**src/rtl/multicycle_ctrl_if.sv**
```systemverilog
// rtl/multicycle_ctrl_if.sv - instruction/data memory request handshake between sequencer and memories
interface multicycle_ctrl_if;
    logic imem_req;
    logic imem_ready;
    logic dmem_req;
    logic dmem_we;
    logic dmem_ready;

    modport master (
        output imem_req,
        output dmem_req,
        output dmem_we,
        input  imem_ready,
        input  dmem_ready
    );

    modport slave (
        input  imem_req,
        input  dmem_req,
        input  dmem_we,
        output imem_ready,
        output dmem_ready
    );
endinterface

```
**src/rtl/multicycle_ctrl.sv**
```systemverilog
// rtl/multicycle_ctrl.sv - RV32I multi-cycle fetch/decode/exec/mem/wb sequencer (optional ILLEGAL_TRAP_EN)
module multicycle_ctrl #(
    parameter int MEM_TIMEOUT = 16,
    parameter int CNT_W       = 32
) (
    input  logic                 clk,
    input  logic                 rst_n,
    input  logic                 run,
    input  logic [6:0]           opcode,
    input  logic                 RegWrite,
    input  logic                 MemRead,
    input  logic                 MemWrite,
    input  logic                 Branch,
    input  logic                 Jump,
    input  logic                 br_taken,
    multicycle_ctrl_if.master    mem,
    output logic                 ir_we,
    output logic                 pc_we,
    output logic [1:0]           pc_sel,
    output logic                 rf_we,
    output logic [1:0]           wb_sel,
    output logic [2:0]           state,
    output logic [CNT_W-1:0]     instret,
    output logic                 mem_err,
    output logic                 illegal_instr
);
    localparam int TW = $clog2(MEM_TIMEOUT);
    localparam logic [TW-1:0] T_LAST = TW'(MEM_TIMEOUT - 1);

    typedef enum logic [2:0] {
        S_IDLE   = 3'd0,
        S_FETCH  = 3'd1,
        S_DECODE = 3'd2,
        S_EXEC   = 3'd3,
        S_MEM    = 3'd4,
        S_WB     = 3'd5,
        S_HALT   = 3'd6,
        S_TRAP   = 3'd7
    } state_t;

    state_t           state_q, state_d;
    logic [TW-1:0]    tcnt_q, tcnt_d;
    logic [CNT_W-1:0] instret_q, instret_d;
    logic             mem_err_q, mem_err_d;
    logic             illegal_q, illegal_d;
    logic             retire;
    logic             imem_req_c, dmem_req_c, dmem_we_c;
    logic             opcode_legal;

`ifdef ILLEGAL_TRAP_EN
    assign opcode_legal = opcode inside {7'b0110011, 7'b0010011, 7'b0000011, 7'b0100011,
                                         7'b1100011, 7'b1101111, 7'b1100111};
`else
    assign opcode_legal = 1'b1;
`endif

    always_comb begin
        state_d    = state_q;
        tcnt_d     = '0;
        instret_d  = instret_q;
        mem_err_d  = mem_err_q;
        illegal_d  = illegal_q;
        retire     = 1'b0;
        imem_req_c = 1'b0;
        dmem_req_c = 1'b0;
        dmem_we_c  = 1'b0;
        ir_we      = 1'b0;
        pc_we      = 1'b0;
        pc_sel     = 2'b00;
        rf_we      = 1'b0;
        wb_sel     = 2'b00;

        case (state_q)
            S_IDLE: begin
                if (run) state_d = S_FETCH;
            end
            S_FETCH: begin
                imem_req_c = 1'b1;
                if (mem.imem_ready) begin
                    ir_we   = 1'b1;
                    state_d = S_DECODE;
                end else if (tcnt_q == T_LAST) begin
                    state_d   = S_HALT;
                    mem_err_d = 1'b1;
                end else begin
                    tcnt_d = tcnt_q + 1'b1;
                end
            end
            S_DECODE: begin
                if (!opcode_legal) begin
                    state_d   = S_TRAP;
                    illegal_d = 1'b1;
                end else begin
                    state_d = S_EXEC;
                end
            end
            S_EXEC: begin
                if (Branch) begin
                    pc_we  = 1'b1;
                    pc_sel = br_taken ? 2'b01 : 2'b00;
                    retire = 1'b1;
                end else if (MemRead || MemWrite) begin
                    state_d = S_MEM;
                end else if (Jump || RegWrite) begin
                    state_d = S_WB;
                end else begin
                    pc_we  = 1'b1;
                    retire = 1'b1;
                end
            end
            S_MEM: begin
                dmem_req_c = 1'b1;
                dmem_we_c  = MemWrite;
                if (mem.dmem_ready) begin
                    if (MemWrite) begin
                        pc_we  = 1'b1;
                        retire = 1'b1;
                    end else begin
                        state_d = S_WB;
                    end
                end else if (tcnt_q == T_LAST) begin
                    state_d   = S_HALT;
                    mem_err_d = 1'b1;
                end else begin
                    tcnt_d = tcnt_q + 1'b1;
                end
            end
            S_WB: begin
                rf_we  = 1'b1;
                pc_we  = 1'b1;
                retire = 1'b1;
                if (MemRead)   wb_sel = 2'b01;
                else if (Jump) wb_sel = 2'b10;
                if (opcode == 7'b1101111)      pc_sel = 2'b01;
                else if (opcode == 7'b1100111) pc_sel = 2'b10;
            end
            default: ;  // HALT and TRAP are only left through reset
        endcase

        // Retire is the only point where run is re-sampled, so run=0 never cuts an instruction short.
        if (retire) begin
            instret_d = instret_q + CNT_W'(1);
            state_d   = run ? S_FETCH : S_IDLE;
        end
    end

    always_ff @(posedge clk or negedge rst_n) begin
        if (!rst_n) begin
            state_q   <= S_IDLE;
            tcnt_q    <= '0;
            instret_q <= '0;
            mem_err_q <= 1'b0;
            illegal_q <= 1'b0;
        end else begin
            state_q   <= state_d;
            tcnt_q    <= tcnt_d;
            instret_q <= instret_d;
            mem_err_q <= mem_err_d;
            illegal_q <= illegal_d;
        end
    end

    assign mem.imem_req = imem_req_c;
    assign mem.dmem_req = dmem_req_c;
    assign mem.dmem_we  = dmem_we_c;
    assign state        = state_q;
    assign instret      = instret_q;
    assign mem_err      = mem_err_q;
`ifdef ILLEGAL_TRAP_EN
    assign illegal_instr = illegal_q;
`else
    assign illegal_instr = 1'b0;
`endif
endmodule

```
**src/flat_wrapper.sv**
```systemverilog
// flat-port wrapper written by rule: the top's interface ports become plain ports
module multicycle_ctrl_flat 
#(
    parameter int MEM_TIMEOUT = 16,
    parameter int CNT_W       = 32
)
  (clk, rst_n, run, opcode, RegWrite, MemRead, MemWrite, Branch, Jump, br_taken, ir_we, pc_we, pc_sel, rf_we, wb_sel, state, instret, mem_err, illegal_instr, mem_imem_req, mem_dmem_req, mem_dmem_we, mem_imem_ready, mem_dmem_ready);
  multicycle_ctrl_if mem_i ();
  input  logic clk;
  input  logic rst_n;
  input  logic run;
  input  logic [6:0] opcode;
  input  logic RegWrite;
  input  logic MemRead;
  input  logic MemWrite;
  input  logic Branch;
  input  logic Jump;
  input  logic br_taken;
  output logic ir_we;
  output logic pc_we;
  output logic [1:0] pc_sel;
  output logic rf_we;
  output logic [1:0] wb_sel;
  output logic [2:0] state;
  output logic [CNT_W-1:0] instret;
  output logic mem_err;
  output logic illegal_instr;
  output wire logic [$bits(mem_i.imem_req)-1:0] mem_imem_req;
  output wire logic [$bits(mem_i.dmem_req)-1:0] mem_dmem_req;
  output wire logic [$bits(mem_i.dmem_we)-1:0] mem_dmem_we;
  input wire logic [$bits(mem_i.imem_ready)-1:0] mem_imem_ready;
  input wire logic [$bits(mem_i.dmem_ready)-1:0] mem_dmem_ready;
  assign mem_imem_req = mem_i.imem_req;
  assign mem_dmem_req = mem_i.dmem_req;
  assign mem_dmem_we = mem_i.dmem_we;
  assign mem_i.imem_ready = mem_imem_ready;
  assign mem_i.dmem_ready = mem_dmem_ready;
  multicycle_ctrl #(.MEM_TIMEOUT(MEM_TIMEOUT), .CNT_W(CNT_W)) u_core (.clk(clk), .rst_n(rst_n), .run(run), .opcode(opcode), .RegWrite(RegWrite), .MemRead(MemRead), .MemWrite(MemWrite), .Branch(Branch), .Jump(Jump), .br_taken(br_taken), .mem(mem_i), .ir_we(ir_we), .pc_we(pc_we), .pc_sel(pc_sel), .rf_we(rf_we), .wb_sel(wb_sel), .state(state), .instret(instret), .mem_err(mem_err), .illegal_instr(illegal_instr));
endmodule
```
**config.mk**
```make
export PLATFORM = sky130hd
export DESIGN_NAME = multicycle_ctrl_flat
export DESIGN_NICKNAME = d
export VERILOG_FILES = /design/src/rtl/multicycle_ctrl_if.sv /design/src/rtl/multicycle_ctrl.sv /design/src/flat_wrapper.sv
export SDC_FILE = /design/constraint.sdc
export NUM_CORES = 1
export LEC_CHECK = 0
export BUFFER_PORTS_ARGS = -buffer_cell sky130_fd_sc_hd__buf_2
export CELL_PAD_IN_SITES_DETAIL_PLACEMENT = 0
export CELL_PAD_IN_SITES_GLOBAL_PLACEMENT = 1
export CORE_MARGIN = 4
export CORE_UTILIZATION = 35
export CTS_BUF_LIST = sky130_fd_sc_hd__clkbuf_16
export CTS_CLUSTER_DIAMETER = 150
export DETAILED_ROUTE_END_ITERATION = 10
export PLACE_DENSITY_LB_ADDON = 0.3
export REMOVE_ABC_BUFFERS = 1
export SYNTH_ARGS = -nofsm -noshare
export SYNTH_HDL_FRONTEND = slang
export SYNTH_SLANG_ARGS = --single-unit
```
**constraint.sdc**
```tcl
create_clock -name clk -period 4.5 [get_ports clk]
set_input_delay 0.9 -clock clk [delete_from_list [all_inputs] [get_ports clk]]
set_output_delay 0.9 -clock clk [all_outputs]
set_load 0.01 [all_outputs]
```
After elaboration in Yosys (flattened, before gate mapping)
Cells that the tools add are included.
{ "totals": {"reg_bits": 40} }
{ "op_classes": {"n_mux": 39, "n_eq_ne": 14, "reduce_logical": 7, "add_sub_neg": 2} }
{ "op_table": {"columns": ["cell", "n"], "rows": [
  ["adder 32 x 1 -> 32 bit (second input constant)", 1],
  ["two-way mux 3 bit", 9],
  ["two-way mux 1 bit", 16],
  ["case mux 3 bit (5 select lines)", 1],
  ["equality test 7 bit (second input constant)", 2],
  ["two-way mux 2 bit", 6],
  ["two-way mux 4 bit", 3],
  ["case mux 4 bit (2 select lines)", 1],
  ["equality test 3 x 2 -> 1 bit (second input constant)", 2],
  ["equality test 3 bit (second input constant)", 2],
  ["!= test 3 bit (second input constant)", 2],
  ["nonzero test 6 bit", 1],
  ["AND reduction 5 bit", 1],
  ["adder 4 x 1 -> 4 bit (second input constant)", 1],
  ["equality test 4 bit (second input constant)", 1],
  ["!= test 2 bit (second input constant)", 2],
  ["!= test 4 x 2 -> 1 bit (second input constant)", 1],
  ["!= test 4 bit (second input constant)", 1],
  ["case mux 2 bit (2 select lines)", 1],
  ["equality test 3 x 1 -> 1 bit (second input constant)", 1],
  ["zero test 3 bit", 1],
  ["case mux 1 bit (3 select lines)", 1],
  ["AND reduction 3 bit", 1],
  ["logical OR 1 bit", 2],
  ["2 further kinds", 2]
]} }

Logic depth before layout (Yosys ltp)
{ "depth": {"depth_word": 7, "depth_mapped": 7, "depth_no_buf": 5} }

Least setup slack after synthesis
OpenSTA, ideal clock, no wires.
{ "synth_path": {"path_type": "input port to output port", "startpoint": "input MemWrite", "endpoint": "output pc_we", "path_slack_ps": 1814, "t_arrival_ps": 1786, "cell_stages": 4, "required_ps": 3600, "n_path_buf": 1, "cell_sequence": "nor4_2 > o21ai_0 > buf_4 > nand2_1"} }
{ "synth_between": {"elab_chain_cells": 4, "elab_cells_between_ends": 6, "cone_classes": "mux: 5; reduce/logical: 1"} }
{ "synth_rtl": {"columns": ["element", "line", "source"], "rows": [
  ["start, declared", "flat_wrapper.sv:15", "input logic MemWrite;"],
  ["logical OR 1 bit", "multicycle_ctrl.sv:102", "end else if (MemRead || MemWrite) begin"],
  ["two-way mux 1 bit", "multicycle_ctrl.sv:102", null],
  ["two-way mux 1 bit", "multicycle_ctrl.sv:98", "if (Branch) begin"],
  ["case mux 1 bit (3 select lines) *", "multicycle_ctrl.sv:73", "case (state_q)"],
  ["end, declared", "flat_wrapper.sv:20", "output logic pc_we;"]
]} }
Mark *: on every way between the ends. The rest lies on a longest branch, timed or not.

Final worst setup path
Ends and elaborated chain as after synthesis.

==> results.py <==
metrics = {
    "worst_setup_path": {
        "crit_top_cell": "buf_2",
        "slowest_stage": "nor4_2",
        "cp.required_ns": 3.60,
        "cp-start-kind": "input pin",
        "slowest_delay_ns": 0.36,
        "crit_chain": "buf_2 -> nor4_2 -> o21ai_1 -> buf_4 -> nand2_1 -> buf_2",
        "cp.arrival_ns": 2.04,
        "crit_fanout": 21,
        "cp-end-kind": "output pin",
        "worstSetupPathType": "input pin to output pin",
    },
    "logic_synthesis": {
        "synth-compound-area-share_pct": 19.28,
        "avgSynthCellArea_sq_um": 10.72,
        "synth_edf_count": 0,
        "synth_cells": 221,
        "synth_top_family_by_area": "simple AND/OR/NAND/NOR gates",
        "yosysUniqueCellTypes": 48,
        "async_flop_share_pct": 100.0,
        "synth_seq_cells": 40,
        "synth_xor_area_share_pct": 11.83,
        "ys_warn_count": 0,
        "synth_area_sq_um": 2369,
        "synth-main-ff-cell": "dfrtp_1",
        "yosysSeqAreaShare_pct": 42.26,
        "synth_simple_gate_area_share_pct": 19.97,
        "synthAdderAreaFrac_pct": 1.057,
        "synth.mux.area_fraction_pct": 0.4754,
    },
    "clocking": {
        "post_cts_buffers": 0,
        "tritoncts": "yes",
        "insertion_delay_ns": 0.28,
        "cts-resized-gates": 0,
        "h-tree-depth": 2,
        "numCtsBuffers": 5,
        "clkSinkCount": 40,
        "cts_hold_buf": 0,
        "clkSlewWorstSetupHoldPaths_ns": 0.06,
        "cts_root_buf": "clkbuf_16",
        "clk_path_buf_depth": 2,
    },
    "route": {
        "via_per_inst": 5.340,
        "ant_nets": 0,
        "wl_microns": 5398,
        "first_pass_iters": 4,
        "drc_errors": 0,
        "wl_per_cell_microns": 15.16,
        "drt-initial-drc-count": 53,
        "num_vias": 1901,
    },
    "sta": {
        "period_needed_ns": 2.942,
        "min_period_over_period_pct": 65.39,
        "setup_tns_ns": 0,
        "setup-violations-final": 0,
        "fin_skew_ns": 0.005189,
        "rsz0062_at_grt": "false",
        "final_hold_viol_count": 0,
        "fmaxAchievable_mhz": 339.9,
        "tightest_slew_ns": 0.8999,
        "relSlewSlack_pct": 40.01,
        "maxSlewViolCount": 0,
    },
    "worst_hold_path": {
        "hp-class": "register to register",
    },
    "global_routing": {
        "grt_overflow_total": 0,
        "track_usage_pct": 13.66,
        "grt_max_degree": 41,
        "antenna_found_initial": 0,
        "grt_pass1_vias": 1845,
        "grt_pass1_wl_microns": 9246,
    },
    "floorplan": {
        "rows": 29,
        "start_util_pct": 36.67,
        "design.die.area_sq_um": 8148,
        "dieHeight_microns": 90.27,
        "core_region_area_sq_um": 6459,
        "io_pins": 65,
        "die_w_microns": 90.27,
    },
    "final_layout": {
        "num_antenna_cells": 0,
        "final_util_pct": 44.52,
        "fin_nets": 298,
        "regArea_sq_um": 1001,
        "multi_input_area_sq_um": 1250,
        "fill_cells": 650,
        "drive_gt1_share_pct": 33.33,
        "syn_to_final_growth_pct": 21.39,
    },
    "power": {
        "p_per_area_nw_per_um2": 271.5,
        "switching_share_pct": 19.55,
        "vdd_drop_max_uv": 166.4,
        "netSwitchingPower_w": 0.0001527,
        "intPower_w": 0.0006280,
        "p_comb_share_pct": 2.6,
        "clkPwrFrac_pct": 51.0,
        "p_leak_nw": 1.511,
        "power_frac_seq_pct": 46.3,
    },
    "placement": {
        "gp_congestion": 0.7442,
        "dp_hpwl_microns": 3956,
        "port_buffers": 63,
    },
    "outcome": {
        "outcome": "finished clean",
    },
    "flow_run": {
        "cap_viol_max_count": 0,
    },
}
## area by class of cell
cell class                      count  area share [%]
Inverter                            8           1.044
Clock buffer                        5           4.352
Timing Repair Buffer               65           11.49
Tap cell                           77           3.351
Multi-Input combinational cell    158           43.47
Clock inverter                      3           1.480
Sequential cell                    40           34.81
## logic make-up after synthesis
family | after synthesis
fa+ha+maj | 2
xor+xnor | 32
simple gates | 74
buf+inv | 23
other cells | 1
compound gates | 48
mux | 1
flops | 40
## power by group through the flow
stage	Sequential [W]	Combinational [W]	Clock [W]
4_1_cts	0.000362	0.0000217	0.000410
6_report	0.000362	0.0000207	0.000398
3_5_place_dp	0.000368	0.0000217	0
3_3_place_gp	0.000368	0.0000211	0
5_1_grt	0.000362	0.0000244	0.000427
2_1_floorplan	0.000368	0.00000363	0
## metrics by stage
stage                     instance area (sq um)  setup WS [ns]  power [W]  instances  hold slack (ns)
after floorplan                            2281         0.8872  0.0003719        206           0.4633
after global placement                     2708          1.564  0.0003894        348           0.4559
after detailed placement                   2708          1.561  0.0003899        348           0.4567
after CTS                                  2875          1.557  0.0007932        356           0.4686
after global routing                       2875          1.485  0.0008133        356           0.4803
final                                      2875          1.558  0.0007807        356           0.4624
## worst max-delay path, delay by kind of cell
family	cells	cell delay [ns]
AND/OR/NAND/NOR	2	0.53
AO/OA/AOI/OAI	1	0.10
buffers and inverters	3	0.51
## sequential cells by signal, indices dropped and copies added (netlist names)
register and count:
u_core.instret 32, u_core.mem_err 1, u_core.state 3, u_core.tcnt_q 4
## layer usage
metal  vias up  routed length, microns  GRT usage (%)
li1        941                       -              -
met1       922                    2603          18.49
met2        34                    2548          22.03
met3         4                     209          3.250
met4         0                      36          3.444
met5         -                       0              0
## path summary, 6_finish.rpt
kind                               startpoint                 end  slack (ns)  depth (start not counted)
min reg2reg                u_core.instret[31]  u_core.instret[31]        0.46                          1
max reg2reg                   u_core.state[0]  u_core.instret[23]        2.33                          4
min                        u_core.instret[31]  u_core.instret[31]        0.46                          1
max                                  MemWrite               pc_we        1.56                          6
min in group asynchronous               rst_n     u_core.state[0]        0.76                          1
max in group asynchronous               rst_n  u_core.instret[21]        3.19                          1
## cells in the final DEF (no fill, tap or decap), types with 3 or more instances in the layout
cell	instances
a2111oi_2	8
nand3_1	14
buf_2	63
clkbuf_16	5
nor3_1	4
and2_1	5
inv_1	8
a21oi_1	15
a211oi_1	10
dfrtp_1	40
and4_1	6
xor2_1	30
nor2_1	4
a2111oi_4	3
and3_1	7
nand4_1	9
nand2_1	11
## synth_stat cells (2+ instances only)
library cell	count	area share (%)
nand2b_1	2	0.53
and3_1	7	1.8
a2111oi_2	8	5.1
a2111oi_4	3	3.5
nand2_1	11	1.7
nor3_1	4	0.85
buf_2	3	0.63
xnor2_1	2	0.74
buf_1	4	0.63
nand4_1	9	2.4
nand3_1	14	3.0
and4_1	6	2.2
a21oi_1	15	3.2
a211oi_1	10	3.2
o21ai_0	3	0.63
inv_1	8	1.3
nor2_1	4	0.63
dfrtp_1	40	42
buf_4	5	1.6
xor2_1	30	11
ha_1	2	1.1
and2_1	5	1.3
No activity file was read; power rests on OpenSTA's default activity.
